`src/rtl/b_buff_reader_pkg.sv`:
```
// Shared types and constants for the B row-buffer read sequencer.
// Optional stall counter is enabled by B_BUFF_READER_STALL_CNT_EN.
package b_buff_reader_pkg;

    typedef enum logic [1:0] {
        S_IDLE   = 2'd0,
        S_STREAM = 2'd1,
        S_DRAIN  = 2'd2
    } state_e;

    localparam int SKID_DEPTH = 2;

    function automatic int width(input int n);
        int r;
        r = 1;
        while ((1 << r) < n) r++;
        return r;
    endfunction

endpackage

```
`src/rtl/b_buff_reader_skid.sv`:
```
// Two-entry FIFO absorbing the buffer's read latency.
// Entries carry {final, last, data}.
module b_rd_skid
    import b_buff_reader_pkg::*;
#(
    parameter int W  = 34,
    parameter int CW = width(SKID_DEPTH + 1)
) (
    input  logic          clk,
    input  logic          rst,
    input  logic          push,
    input  logic [W-1:0]  push_data,
    input  logic          pop,
    output logic [W-1:0]  head,
    output logic [CW-1:0] count
);

    logic [W-1:0]  mem_q [SKID_DEPTH];
    logic [W-1:0]  mem_d [SKID_DEPTH];
    logic          wr_q, wr_d;
    logic          rd_q, rd_d;
    logic [CW-1:0] count_q, count_d;

    always_comb begin
        mem_d   = mem_q;
        wr_d    = wr_q;
        rd_d    = rd_q;
        count_d = count_q + CW'(push) - CW'(pop);
        if (push) begin
            mem_d[wr_q] = push_data;
            wr_d        = ~wr_q;
        end
        if (pop) rd_d = ~rd_q;
    end

    always_ff @(posedge clk or negedge rst) begin
        if (!rst) begin
            for (int i = 0; i < SKID_DEPTH; i++) mem_q[i] <= '0;
            wr_q    <= 1'b0;
            rd_q    <= 1'b0;
            count_q <= '0;
        end else begin
            mem_q   <= mem_d;
            wr_q    <= wr_d;
            rd_q    <= rd_d;
            count_q <= count_d;
        end
    end

    assign head  = mem_q[rd_q];
    assign count = count_q;

endmodule

```
`src/rtl/b_buff_reader.sv`:
```
// Walks the B buffer rows for N passes and streams them to the PE array.
// Define B_BUFF_READER_STALL_CNT_EN to build the backpressure counter.
module b_buff_reader
    import b_buff_reader_pkg::*;
#(
    parameter int DATA_WIDTH = 8,
    parameter int NUM_MACS   = 4,
    parameter int NUM_ROWS   = 4,
    parameter int ADDR_WIDTH = 3,
    parameter int CNT_WIDTH  = 8
) (
    input  logic                           clk,
    input  logic                           rst,
    input  logic                           start,
    input  logic [CNT_WIDTH-1:0]           num_passes,
    output logic                           busy,
    output logic                           done,
    output logic                           buf_en,
    output logic                           buf_wr,
    output logic [ADDR_WIDTH-1:0]          buf_addr,
    input  logic [NUM_MACS*DATA_WIDTH-1:0] buf_data,
    output logic [NUM_MACS*DATA_WIDTH-1:0] out_data,
    output logic                           out_valid,
    input  logic                           out_ready,
    output logic                           out_last,
    output logic                           out_final,
    output logic [31:0]                    stall_cycles
);

    localparam int RW = NUM_MACS * DATA_WIDTH;
    localparam int CW = width(SKID_DEPTH + 1);

    state_e                state_q, state_d;
    logic [ADDR_WIDTH-1:0] row_q, row_d;
    logic [CNT_WIDTH-1:0]  pass_q, pass_d;
    logic [CNT_WIDTH-1:0]  passes_q, passes_d;
    logic                  inflight_q, inflight_d;
    logic                  tlast_q, tlast_d;
    logic                  tfinal_q, tfinal_d;
    logic                  done_q, done_d;

    logic [RW+1:0] head;
    logic [CW-1:0] count;
    logic [CW:0]   occ;
    logic          pop, issue, last_row, last_pass;

    assign pop       = out_valid && out_ready;
    assign last_row  = row_q == ADDR_WIDTH'(NUM_ROWS - 1);
    assign last_pass = pass_q == passes_q - CNT_WIDTH'(1);

    // A slot freed by this cycle's pop counts as free, keeping 1 row/cycle.
    assign occ   = (CW+1)'(count) + (CW+1)'(inflight_q) - (CW+1)'(pop);
    assign issue = (state_q == S_STREAM) && (occ < (CW+1)'(SKID_DEPTH));

    always_comb begin
        state_d    = state_q;
        row_d      = row_q;
        pass_d     = pass_q;
        passes_d   = passes_q;
        done_d     = 1'b0;
        inflight_d = issue;
        tlast_d    = last_row;
        tfinal_d   = last_row && last_pass;
        unique case (state_q)
            S_IDLE: begin
                if (start) begin
                    if (num_passes == '0) begin
                        done_d = 1'b1;
                    end else begin
                        passes_d = num_passes;
                        row_d    = '0;
                        pass_d   = '0;
                        state_d  = S_STREAM;
                    end
                end
            end
            S_STREAM: begin
                if (issue) begin
                    if (last_row) begin
                        row_d  = '0;
                        pass_d = pass_q + CNT_WIDTH'(1);
                        if (last_pass) state_d = S_DRAIN;
                    end else begin
                        row_d = row_q + ADDR_WIDTH'(1);
                    end
                end
            end
            S_DRAIN: begin
                if (pop && head[RW+1]) begin
                    state_d = S_IDLE;
                    done_d  = 1'b1;
                end
            end
            default: state_d = S_IDLE;
        endcase
    end

    always_ff @(posedge clk or negedge rst) begin
        if (!rst) begin
            state_q    <= S_IDLE;
            row_q      <= '0;
            pass_q     <= '0;
            passes_q   <= '0;
            inflight_q <= 1'b0;
            tlast_q    <= 1'b0;
            tfinal_q   <= 1'b0;
            done_q     <= 1'b0;
        end else begin
            state_q    <= state_d;
            row_q      <= row_d;
            pass_q     <= pass_d;
            passes_q   <= passes_d;
            inflight_q <= inflight_d;
            tlast_q    <= tlast_d;
            tfinal_q   <= tfinal_d;
            done_q     <= done_d;
        end
    end

    b_rd_skid #(
        .W  (RW + 2),
        .CW (CW)
    ) u_skid (
        .clk       (clk),
        .rst       (rst),
        .push      (inflight_q),
        .push_data ({tfinal_q, tlast_q, buf_data}),
        .pop       (pop),
        .head      (head),
        .count     (count)
    );

    assign busy      = state_q != S_IDLE;
    assign done      = done_q;
    assign buf_en    = issue;
    assign buf_wr    = 1'b0;
    assign buf_addr  = row_q;
    assign out_valid = count != '0;
    assign out_data  = out_valid ? head[RW-1:0] : '0;
    assign out_last  = out_valid && head[RW];
    assign out_final = out_valid && head[RW+1];

`ifdef B_BUFF_READER_STALL_CNT_EN
    logic [31:0] stall_q, stall_d;

    always_comb begin
        stall_d = stall_q;
        if (state_q == S_IDLE && start)
            stall_d = '0;
        else if (out_valid && !out_ready && stall_q != '1)
            stall_d = stall_q + 32'd1;
    end

    always_ff @(posedge clk or negedge rst) begin
        if (!rst) stall_q <= '0;
        else      stall_q <= stall_d;
    end

    assign stall_cycles = stall_q;
`else
    assign stall_cycles = '0;
`endif

endmodule

```
`config.mk`:
```
export PLATFORM = sky130hd
export DESIGN_NAME = b_buff_reader
export DESIGN_NICKNAME = d
export VERILOG_FILES = /design/src/rtl/b_buff_reader_pkg.sv /design/src/rtl/b_buff_reader_skid.sv /design/src/rtl/b_buff_reader.sv
export SDC_FILE = /design/constraint.sdc
export NUM_CORES = 1
export LEC_CHECK = 0
export BUFFER_PORTS_ARGS = -buffer_cell sky130_fd_sc_hd__buf_4
export CORE_MARGIN = 10
export CORE_UTILIZATION = 54
export CTS_CLUSTER_DIAMETER = 120
export DETAILED_ROUTE_END_ITERATION = 8
export GPL_ROUTABILITY_DRIVEN = 0
export PLACE_DENSITY = 0.79
export SLEW_MARGIN = 20
export SYNTH_ARGS = -nofsm -noshare
export SYNTH_HDL_FRONTEND = slang
export SYNTH_HIERARCHICAL = 1
export SYNTH_SLANG_ARGS = --single-unit
export TNS_END_PERCENT = 10
```
`constraint.sdc`:
```
create_clock -name clk -period 3.64 [get_ports clk]
set_input_delay 0.182 -clock clk [delete_from_list [all_inputs] [get_ports clk]]
set_output_delay 0.182 -clock clk [all_outputs]
set_load 0.01 [all_outputs]
```
==> flow_summary.html, run 1 <==
<table>
<tr><th>Metric</th><th>Value</th></tr>
<tr><th colspan="2">Outcome</th></tr>
<tr><td>Result of the run</td><td>complete, no violations</td></tr>
<tr><th colspan="2">Timing</th></tr>
<tr><td>Slew @ Worst Pin</td><td>1.09 ns</td></tr>
<tr><td>Highest clock rate</td><td>335 MHz</td></tr>
<tr><td>Fin. Hold Viols</td><td>0</td></tr>
<tr><td>Count of final setup violators</td><td>0</td></tr>
<tr><td>Post-layout minimum cycle time</td><td>2.99 ns</td></tr>
<tr><td>Final max-slew violation count</td><td>0</td></tr>
<tr><td>Fin crit share</td><td>0.821</td></tr>
<tr><td>Max-slew headroom</td><td>0.271</td></tr>
<tr><td>Maximum clock skew at final layout</td><td>0.0144 ns</td></tr>
<tr><td>Setup repair after global routing missed its margin</td><td>false</td></tr>
<tr><td>Min Hold Slack</td><td>0.0411 ns</td></tr>
<tr><td>Total negative slack for setup checks</td><td>0 ns</td></tr>
<tr><th colspan="2">GRT</th></tr>
<tr><td>Global-route wire length before repair</td><td>16.3 mm</td></tr>
<tr><td>Initial antenna violation count</td><td>0</td></tr>
<tr><td>Overall Global Routing Usage</td><td>0.150</td></tr>
<tr><td>Vias in the first global route</td><td>3335</td></tr>
<tr><td>Largest net degree at the start of global routing</td><td>87</td></tr>
<tr><td>GR Overflow Total</td><td>0</td></tr>
<tr><th colspan="2">Drt</th></tr>
<tr><td>Vias after detailed routing</td><td>3165</td></tr>
<tr><td>First-iteration detailed-routing DRC count</td><td>104</td></tr>
<tr><td>Iteration count of the initial detailed-routing pass</td><td>4</td></tr>
<tr><td>Antenna Violating Nets Remaining</td><td>0</td></tr>
<tr><td>Number of remaining DRC errors</td><td>0</td></tr>
<tr><td>WL/cell</td><td>16.8 um</td></tr>
<tr><td>Final routed wirelength across all metal layers</td><td>10.2 mm</td></tr>
<tr><td>DR vias/cell</td><td>5.21</td></tr>
<tr><th colspan="2">Yosys</th></tr>
<tr><td>Yosys synthesis warning count</td><td>6</td></tr>
<tr><td>Proportion of register bits with asynchronous set or reset after synthesis</td><td>1.00</td></tr>
<tr><td>Area contributors post-synth</td><td>sky130_fd_sc_hd__dfrtp_1, sky130_fd_sc_hd__mux2_2, sky130_fd_sc_hd__buf_4, sky130_fd_sc_hd__and2_1, sky130_fd_sc_hd__buf_6</td></tr>
<tr><td>Most frequent cell after synthesis</td><td>sky130_fd_sc_hd__mux2_2</td></tr>
<tr><td>Synth unique cells</td><td>47</td></tr>
<tr><td>Netlist Area Pre-Place</td><td>0.00510 mm^2</td></tr>
<tr><td>Post-synthesis register bit count</td><td>97</td></tr>
<tr><td>Synth top cells by count</td><td>sky130_fd_sc_hd__mux2_2, sky130_fd_sc_hd__dfrtp_1, sky130_fd_sc_hd__and2_1, sky130_fd_sc_hd__buf_4, sky130_fd_sc_hd__inv_1</td></tr>
<tr><td>Synthesized instance count</td><td>410</td></tr>
<tr><td>Synthesized area per cell</td><td>12.4 um^2</td></tr>
<tr><td>Synth area leader</td><td>sky130_fd_sc_hd__dfrtp_1</td></tr>
<tr><td>Post-synth EDFFs</td><td>0</td></tr>
<tr><td>Primary flip-flop cell chosen by synthesis mapping</td><td>sky130_fd_sc_hd__dfrtp_1</td></tr>
<tr><td>Sequential element share of the synthesized area</td><td>0.476</td></tr>
<tr><td>Share of Yosys cell area claimed by the top area cell type</td><td>0.476</td></tr>
<tr><th colspan="2">Pwr</th></tr>
<tr><td>Power per cell area</td><td>877 mW/mm^2</td></tr>
<tr><td>Largest voltage drop on the vdd net</td><td>0.497 mV</td></tr>
<tr><td>Leakage</td><td>2.69 nW</td></tr>
<tr><th colspan="2">Worst hold path</th></tr>
<tr><td>Cell depth of the worst hold path</td><td>3</td></tr>
<tr><td>Hold Crit Class</td><td>in2reg</td></tr>
<tr><th colspan="2">Worst setup path</th></tr>
<tr><td>Critical-path cell with the highest stage delay</td><td>sky130_fd_sc_hd__fa_1</td></tr>
<tr><td>Crit. End Element</td><td>flop</td></tr>
<tr><td>Worst R2R Path Depth</td><td>11</td></tr>
<tr><td>Sequence of cells on the critical path</td><td>inv_1 -&gt; nand2_1 -&gt; and2_1 -&gt; ha_1 -&gt; nor2b_1 -&gt; fa_1 -&gt; nor3_2 -&gt; o21ai_2 -&gt; nor4_4 -&gt; xnor2_1 -&gt; nor2_1</td></tr>
<tr><td>Endpoint required time on the critical path</td><td>3.85 ns</td></tr>
<tr><td>Endpoint arrival time on the critical path</td><td>3.20 ns</td></tr>
<tr><td>Launching element type of the critical path</td><td>flop</td></tr>
<tr><td>Largest driver fanout on the critical path</td><td>12</td></tr>
<tr><td>Biggest cell delay along the critical path</td><td>0.45 ns</td></tr>
<tr><td>Start-to-end type of the worst setup path</td><td>reg2reg</td></tr>
<tr><th colspan="2">Clocking</th></tr>
<tr><td>CTS Buffer Depth</td><td>2</td></tr>
<tr><td>Clock-pin slew on the worst setup and hold paths</td><td>0.09 ns</td></tr>
<tr><td>TritonCTS clock tree</td><td>built</td></tr>
<tr><td>Number of sinks handled by clock tree synthesis</td><td>97</td></tr>
<tr><td>CTS-repair resized insts</td><td>0</td></tr>
<tr><td>H-tree level count</td><td>3</td></tr>
<tr><td>Root buffer cell</td><td>sky130_fd_sc_hd__clkbuf_8</td></tr>
<tr><td>Total CTS buffers</td><td>9</td></tr>
<tr><td>Insertion delay to the later sink of the worst-skew pair</td><td>0.36 ns</td></tr>
<tr><th colspan="2">Flow run</th></tr>
<tr><td>MaxCap Viol Count</td><td>0</td></tr>
<tr><th colspan="2">Floorplan</th></tr>
<tr><td>Die extent in y</td><td>117 um</td></tr>
<tr><td>Effective utilization at floorplan</td><td>0.554</td></tr>
<tr><td>Core Rows</td><td>35</td></tr>
<tr><td>Die width</td><td>117 um</td></tr>
<tr><td>Core region area</td><td>0.00920 mm^2</td></tr>
<tr><td>Top-Level Pins</td><td>118</td></tr>
<tr><td>Total die area</td><td>0.0137 mm^2</td></tr>
<tr><th colspan="2">Placement</th></tr>
<tr><td>Port bufs</td><td>84</td></tr>
<tr><td>Detailed-placement wirelength estimate</td><td>7.37 mm</td></tr>
<tr><td>Total cell area at the placement stage</td><td>0.00563 mm^2</td></tr>
<tr><th colspan="2">Layout</th></tr>
<tr><td>Finished layout cell area</td><td>0.00584 mm^2</td></tr>
<tr><td>Nets@finish</td><td>542</td></tr>
<tr><td>Count of inserted antenna diode cells</td><td>0</td></tr>
<tr><td>Layout Area Growth over Synthesis</td><td>14.5%</td></tr>
<tr><td>Layout cells sized above 1</td><td>0.452</td></tr>
</table>
-- placed cells by master, fill, tap and decap left out, drive strengths merged, types with 2 or more instances in the layout --
master	Yosys	final
a211oi	3	3
buf	46	87
nand3	3	3
mux2i	2	2
or3	4	4
ha	6	6
a21oi	6	6
nor2	11	11
nor3	5	5
nor2b	4	4
and2	35	35
xor2	6	6
xnor2	10	10
o31ai	3	3
dfrtp	97	97
nor4	6	6
a32o	2	2
inv	14	19
clkbuf	4	10
conb	1	33
nand2	12	12
nand4	2	2
o21ai	6	6
nand2b	4	4
mux2	108	108
or2	2	2
-- registers in the layout, indices dropped and copies added, names as in the netlist --
signal,count
state_q,2
u_skid/count,2
buf_addr,3
u_skid/wr_q,1
u_skid/mem_q,68
tfinal_q,1
tlast_q,1
done,1
inflight_q,1
pass_q,8
u_skid/rd_q,1
passes_q,8
-- worst max-delay path: cells and delay by family, from the launching register on --
family	cells	cell delay, ns
AND/OR/NAND/NOR	6	1.18
adder cells (fa/ha/maj)	2	0.74
flip-flops	1	0.43
AO/OA/AOI/OAI	1	0.24
XOR/XNOR	1	0.14
buffers and inverters	1	0.11
-- stage by stage --
stage                util  setup WS, ns  instances  power [mW]
global route        0.635         0.425        607        5.52
floorplan               -         0.725        442        3.64
CTS                 0.633         0.639        606        5.20
global placement    0.613         0.783        590        4.40
detailed placement  0.613         0.632        590        4.51
finish              0.635         0.651        607        5.12
-- final timing paths --
check / from / to / slack, ns
worst min-delay path: num_passes[0] / passes_q[0]$_DFFE_PN0P_ / 0.04
worst max register to register: u_skid/count[1]$_DFF_PN0_ / pass_q[7]$_DFFE_PN0P_ / 0.65
min in group asynchronous: rst / u_skid/mem_q[45]$_DFFE_PN0P_ / 0.43
worst min register to register: u_skid/mem_q[13]$_DFFE_PN0P_ / u_skid/mem_q[13]$_DFFE_PN0P_ / 0.51
worst max-delay path: u_skid/count[1]$_DFF_PN0_ / pass_q[7]$_DFFE_PN0P_ / 0.65
max in group asynchronous: rst / u_skid/mem_q[28]$_DFFE_PN0P_ / 2.52
-- report_power, final --
part | internal, mW | leakage (nW) | switching (mW) | total, mW
Clock | 0.283 | 0.100 | 0.389 | 0.672
Sequential | 1.55 | 1.18 | 0.311 | 1.87
Combinational | 1.47 | 1.41 | 1.12 | 2.59
Total | 3.31 | 2.69 | 1.82 | 5.12
-- what timing repair did --
action                    CTS  global route
buffers inserted            0             0
hold endpoints to repair    0            85
hold buffers                0             1
-- cell families after synthesis --
family,after synthesis,synth area share
AND/OR/NAND/NOR,89,0.104
buffers and inverters,64,0.0844
flip-flops,97,0.476
other,1,0.000735
AO/OA/AOI/OAI,26,0.0432
XOR/XNOR,16,0.0290
multiplexers,110,0.244
adder cells (fa/ha/maj),7,0.0187
-- metal layers --
layer  track usage  up-vias  wire, um
li1              -     1509         -
met1         0.183     1588      4420
met2         0.253       62      5150
met3        0.0367        6       580
met4        0.0502        0        63
met5             0        -         0
-- cell type report --
type                    count  area [um^2]
clock inverters             6         55.1
repair buffers             88          667
fillers                   737         3360
clock buffers              10          138
inverters                  14         52.6
multi-input cells         281         2360
well taps                 111          139
flip-flops and latches     97         2430
(Power assumes the default switching activity.)
==> run 2: changes to the inputs <==
Settings changed: ABC_AREA set to 1, CORE_UTILIZATION 54 to 49, PLACE_DENSITY 0.79 to 0.75.
Clock period 3.64 ns to 2.5 ns, I/O delays scaled along.
==> flow_summary.html, run 2 <==
<table>
<tr><th>Metric</th><th>Value</th></tr>
<tr><th colspan="2">Worst setup path</th></tr>
<tr><td>Critical-path cell with the highest stage delay</td><td>sky130_fd_sc_hd__dfrtp_2</td></tr>
<tr><td>Endpoint arrival time on the critical path</td><td>2.31 ns</td></tr>
<tr><td>Family with the most delay on the worst path</td><td>simple AND/OR/NAND/NOR gates</td></tr>
<tr><td>Biggest cell delay along the critical path</td><td>0.43 ns</td></tr>
<tr><td>Crit. End Element</td><td>output port</td></tr>
<tr><td>Largest driver fanout on the critical path</td><td>3</td></tr>
<tr><td>Launching element type of the critical path</td><td>flop</td></tr>
<tr><td>Sequence of cells on the critical path</td><td>nor2_4 -&gt; nor2_4 -&gt; ha_4 -&gt; nor2_4 -&gt; fa_1 -&gt; nor3b_2 -&gt; nand2_2 -&gt; inv_2 -&gt; buf_6</td></tr>
<tr><td>Critical Path Most Common Cell</td><td>sky130_fd_sc_hd__nor2_4</td></tr>
<tr><td>Endpoint required time on the critical path</td><td>2.38 ns</td></tr>
<tr><td>Buffers plus inverters on the worst setup path</td><td>2</td></tr>
<tr><td>Start-to-end type of the worst setup path</td><td>reg2out</td></tr>
<tr><th colspan="2">GRT</th></tr>
<tr><td>Overall Global Routing Usage</td><td>0.149</td></tr>
<tr><td>Met3 usage in global routing</td><td>0.0413</td></tr>
<tr><td>GR Overflow Total</td><td>0</td></tr>
<tr><td>Initial antenna violation count</td><td>0</td></tr>
<tr><td>Largest net degree at the start of global routing</td><td>63</td></tr>
<tr><td>Vias in the first global route</td><td>4278</td></tr>
<tr><td>Global-route wire length before repair</td><td>19.7 mm</td></tr>
<tr><td>Met1 GRT Util</td><td>0.177</td></tr>
<tr><td>Met2 Resource Use GR</td><td>0.249</td></tr>
<tr><td>Layer with the highest usage</td><td>met2</td></tr>
<tr><th colspan="2">Yosys</th></tr>
<tr><td>Largest family of logic cells by synthesized area</td><td>simple AND/OR/NAND/NOR gates</td></tr>
<tr><td>Synth Area in Compound Gates</td><td>0.128</td></tr>
<tr><td>Yosys synthesis warning count</td><td>6</td></tr>
<tr><td>Share of synthesized cell area in and, or, nand and nor gates</td><td>0.204</td></tr>
<tr><td>Sequential element share of the synthesized area</td><td>0.456</td></tr>
<tr><td>Synthesized instance count</td><td>701</td></tr>
<tr><td>Xor and xnor area share after synthesis</td><td>0.0164</td></tr>
<tr><td>Synth area leader</td><td>sky130_fd_sc_hd__dfrtp_1</td></tr>
<tr><td>Synth top cells by count</td><td>sky130_fd_sc_hd__nand2_1, sky130_fd_sc_hd__inv_1, sky130_fd_sc_hd__dfrtp_1, sky130_fd_sc_hd__o21ai_0, sky130_fd_sc_hd__nor2_1</td></tr>
<tr><td>Area contributors post-synth</td><td>sky130_fd_sc_hd__dfrtp_1, sky130_fd_sc_hd__nand2_1, sky130_fd_sc_hd__inv_1, sky130_fd_sc_hd__o21ai_0, sky130_fd_sc_hd__buf_4</td></tr>
<tr><td>Netlist Area Pre-Place</td><td>0.00533 mm^2</td></tr>
<tr><td>Post-synthesis register bit count</td><td>97</td></tr>
<tr><td>Share of Yosys cell area claimed by the top area cell type</td><td>0.456</td></tr>
<tr><td>Synthesized area per cell</td><td>7.60 um^2</td></tr>
<tr><td>Primary flip-flop cell chosen by synthesis mapping</td><td>sky130_fd_sc_hd__dfrtp_1</td></tr>
<tr><td>Post-synthesis mux area share</td><td>0</td></tr>
<tr><td>Post-synth EDFFs</td><td>0</td></tr>
<tr><td>Most frequent cell after synthesis</td><td>sky130_fd_sc_hd__nand2_1</td></tr>
<tr><td>Adder-cell area share of the yosys netlist</td><td>0.0178</td></tr>
<tr><td>Synth unique cells</td><td>34</td></tr>
<tr><td>Proportion of register bits with asynchronous set or reset after synthesis</td><td>1.00</td></tr>
<tr><th colspan="2">Timing</th></tr>
<tr><td>Final max-slew violation count</td><td>0</td></tr>
<tr><td>Count of final setup violators</td><td>0</td></tr>
<tr><td>Maximum clock skew at final layout</td><td>0.0131 ns</td></tr>
<tr><td>Slew @ Worst Pin</td><td>0.786 ns</td></tr>
<tr><td>Setup repair after global routing missed its margin</td><td>true</td></tr>
<tr><td>Highest clock rate</td><td>411 MHz</td></tr>
<tr><td>Fin crit share</td><td>0.974</td></tr>
<tr><td>Post-route worst setup slack</td><td>0.0650 ns</td></tr>
<tr><td>Post-layout minimum cycle time</td><td>2.43 ns</td></tr>
<tr><td>Max-slew headroom</td><td>0.476</td></tr>
<tr><td>Fin. Hold Viols</td><td>0</td></tr>
<tr><th colspan="2">Layout</th></tr>
<tr><td>Registers with the most flip-flops</td><td>u_skid/mem_q (68), pass_q (8), passes_q (8)</td></tr>
<tr><td>Commonest non-fill, non-tap cell in the layout</td><td>sky130_fd_sc_hd__nand2_1</td></tr>
<tr><td>Total of fill cells in the finished design</td><td>1013</td></tr>
<tr><td>Count of inserted antenna diode cells</td><td>0</td></tr>
<tr><td>Flip-flop count of the largest register, all copies and words added</td><td>68</td></tr>
<tr><td>Filler-free cell count of the finished design</td><td>927</td></tr>
<tr><td>Biggest register</td><td>u_skid/mem_q</td></tr>
<tr><td>Layout cells sized above 1</td><td>0.192</td></tr>
<tr><td>Highest-count cells in the layout ignoring fill and taps</td><td>sky130_fd_sc_hd__nand2_1, sky130_fd_sc_hd__inv_1, sky130_fd_sc_hd__dfrtp_1, sky130_fd_sc_hd__buf_4, sky130_fd_sc_hd__o21ai_0</td></tr>
<tr><td>Nets@finish</td><td>833</td></tr>
<tr><td>Layout Area Growth over Synthesis</td><td>17.0%</td></tr>
<tr><th colspan="2">Drt</th></tr>
<tr><td>Final routed wirelength across all metal layers</td><td>11.6 mm</td></tr>
<tr><td>Number of remaining DRC errors</td><td>0</td></tr>
<tr><td>Iteration count of the initial detailed-routing pass</td><td>4</td></tr>
<tr><td>Vias after detailed routing</td><td>4295</td></tr>
<tr><td>First-iteration detailed-routing DRC count</td><td>346</td></tr>
<tr><td>WL/cell</td><td>12.5 um</td></tr>
<tr><td>DR vias/cell</td><td>4.63</td></tr>
<tr><td>Antenna Violating Nets Remaining</td><td>0</td></tr>
<tr><th colspan="2">Pwr</th></tr>
<tr><td>Leakage</td><td>3.39 nW</td></tr>
<tr><td>Relative contribution of sequential cells to total power</td><td>0.351</td></tr>
<tr><td>Clock share of power</td><td>0.128</td></tr>
<tr><td>Largest voltage drop on the vdd net</td><td>0.673 mV</td></tr>
<tr><td>Switching pwr</td><td>3.54 mW</td></tr>
<tr><td>Internal power</td><td>4.62 mW</td></tr>
<tr><td>Share of total power consumed by net switching</td><td>0.434</td></tr>
<tr><td>Power per cell area</td><td>1310 mW/mm^2</td></tr>
<tr><td>Combinational cell fraction of total power</td><td>0.522</td></tr>
<tr><th colspan="2">Floorplan</th></tr>
<tr><td>Core Rows</td><td>38</td></tr>
<tr><td>Die extent in y</td><td>124 um</td></tr>
<tr><td>Top-Level Pins</td><td>118</td></tr>
<tr><td>Effective utilization at floorplan</td><td>0.496</td></tr>
<tr><td>Core region area</td><td>0.0107 mm^2</td></tr>
<tr><td>Total die area</td><td>0.0154 mm^2</td></tr>
<tr><td>Die width</td><td>124 um</td></tr>
<tr><th colspan="2">Clocking</th></tr>
<tr><td>Root buffer cell</td><td>sky130_fd_sc_hd__clkbuf_8</td></tr>
<tr><td>CTS Buffer Depth</td><td>2</td></tr>
<tr><td>Insertion delay to the later sink of the worst-skew pair</td><td>0.36 ns</td></tr>
<tr><td>H-tree level count</td><td>3</td></tr>
<tr><td>Total CTS buffers</td><td>9</td></tr>
<tr><td>Clock-pin slew on the worst setup and hold paths</td><td>0.09 ns</td></tr>
<tr><td>Number of sinks handled by clock tree synthesis</td><td>97</td></tr>
<tr><td>TritonCTS clock tree</td><td>built</td></tr>
<tr><th colspan="2">Placement</th></tr>
<tr><td>Detailed-placement wirelength estimate</td><td>8.41 mm</td></tr>
<tr><td>Cell Count Post-Placement</td><td>904</td></tr>
<tr><td>Worst slack after detailed placement</td><td>0.00159 ns</td></tr>
<tr><td>Port bufs</td><td>84</td></tr>
<tr><th colspan="2">Outcome</th></tr>
<tr><td>Result of the run</td><td>complete, no violations</td></tr>
<tr><th colspan="2">Worst hold path</th></tr>
<tr><td>Hold Crit Class</td><td>in2reg</td></tr>
<tr><th colspan="2">Flow run</th></tr>
<tr><td>MaxCap Viol Count</td><td>0</td></tr>
</table>
## run 2: path summary, 6_finish.rpt
path                       depth (start not counted)                            to  slack, ns                          from
max in group asynchronous                          3  u_skid/mem_q[57]$_DFFE_PN0P_       1.43                           rst
setup reg to reg                                  11         pass_q[4]$_DFFE_PN0P_       0.11     u_skid/count[1]$_DFF_PN0_
min in group asynchronous                          2  u_skid/mem_q[43]$_DFFE_PN0P_       0.39                           rst
hold / removal                                     3  u_skid/mem_q[20]$_DFFE_PN0P_       0.03                  buf_data[20]
setup / recovery                                   9                        buf_en       0.07     u_skid/count[1]$_DFF_PN0_
hold reg to reg                                    2  u_skid/mem_q[40]$_DFFE_PN0P_       0.49  u_skid/mem_q[40]$_DFFE_PN0P_
## run 2: what timing repair did
| item | in CTS | in global routing |
|---|---|---|
| cloned | 0 | 0 |
| setup endpoints to repair | 4 | 11 |
| pin swaps | 3 | 6 |
| setup buffers | 3 | 3 |
| hold buffers | 1 | 0 |
| resized for setup | 4 | 5 |
| endpoints found under the hold margin | 61 | 0 |
## run 2: kinds of logic after synthesis
logic type      count (synthesis)
simple gates                  254
other cells                     1
fa+ha+maj                       7
flops                          97
compound gates                129
xor+xnor                       10
buf+inv                       203
## run 2: power by group through the flow
| stage | Sequential, mW | Clock (mW) | Combinational [mW] |
|---|---|---|---|
| final | 2.86 | 1.04 | 4.26 |
| after global routing | 2.96 | 1.15 | 4.88 |
| after CTS | 2.86 | 1.09 | 4.19 |
| after detailed placement | 2.89 | 0 | 4.10 |
| after global placement | 2.86 | 0 | 3.94 |
| after floorplan | 2.67 | 0 | 2.96 |
## run 2: metrics by stage
step | util | TNS [ns] | cell area (um^2) | hold slack, ns | total power, mW
2_1_floorplan | - | 0 | 5460 | -0.171 | 5.63
3_3_place_gp | 0.552 | 0 | 5930 | 0.243 | 6.80
3_5_place_dp | 0.552 | 0 | 5930 | 0.264 | 6.99
4_1_cts | 0.575 | 0 | 6180 | 0.00522 | 8.13
5_1_grt | 0.580 | -0.177 | 6230 | 0.0162 | 9.00
6_report | 0.580 | 0 | 6230 | 0.0277 | 8.16
## run 2: layout make-up
| cell class | instances | area, um^2 | area share |
|---|---|---|---|
| clock inverters | 4 | 51.3 | 0.00823 |
| flip-flops and latches | 97 | 2430 | 0.390 |
| multi-input cells | 433 | 2120 | 0.340 |
| repair buffers | 97 | 759 | 0.122 |
| inverters | 144 | 541 | 0.0867 |
| well taps | 140 | 175 | 0.0281 |
| clock buffers | 12 | 155 | 0.0249 |
## run 2: tightest hold or removal path: cells and delay by family
family	cells	cell delay [ns]
buffers and inverters	2	0.17
AO/OA/AOI/OAI	1	0.06
## run 2: routing by layer
| metal | part of all wire | up-vias |
|---|---|---|
| met5 | 0 | - |
| met4 | 0.014 | 0 |
| met3 | 0.058 | 12 |
| met2 | 0.50 | 104 |
| met1 | 0.43 | 1968 |
| li1 | - | 2211 |
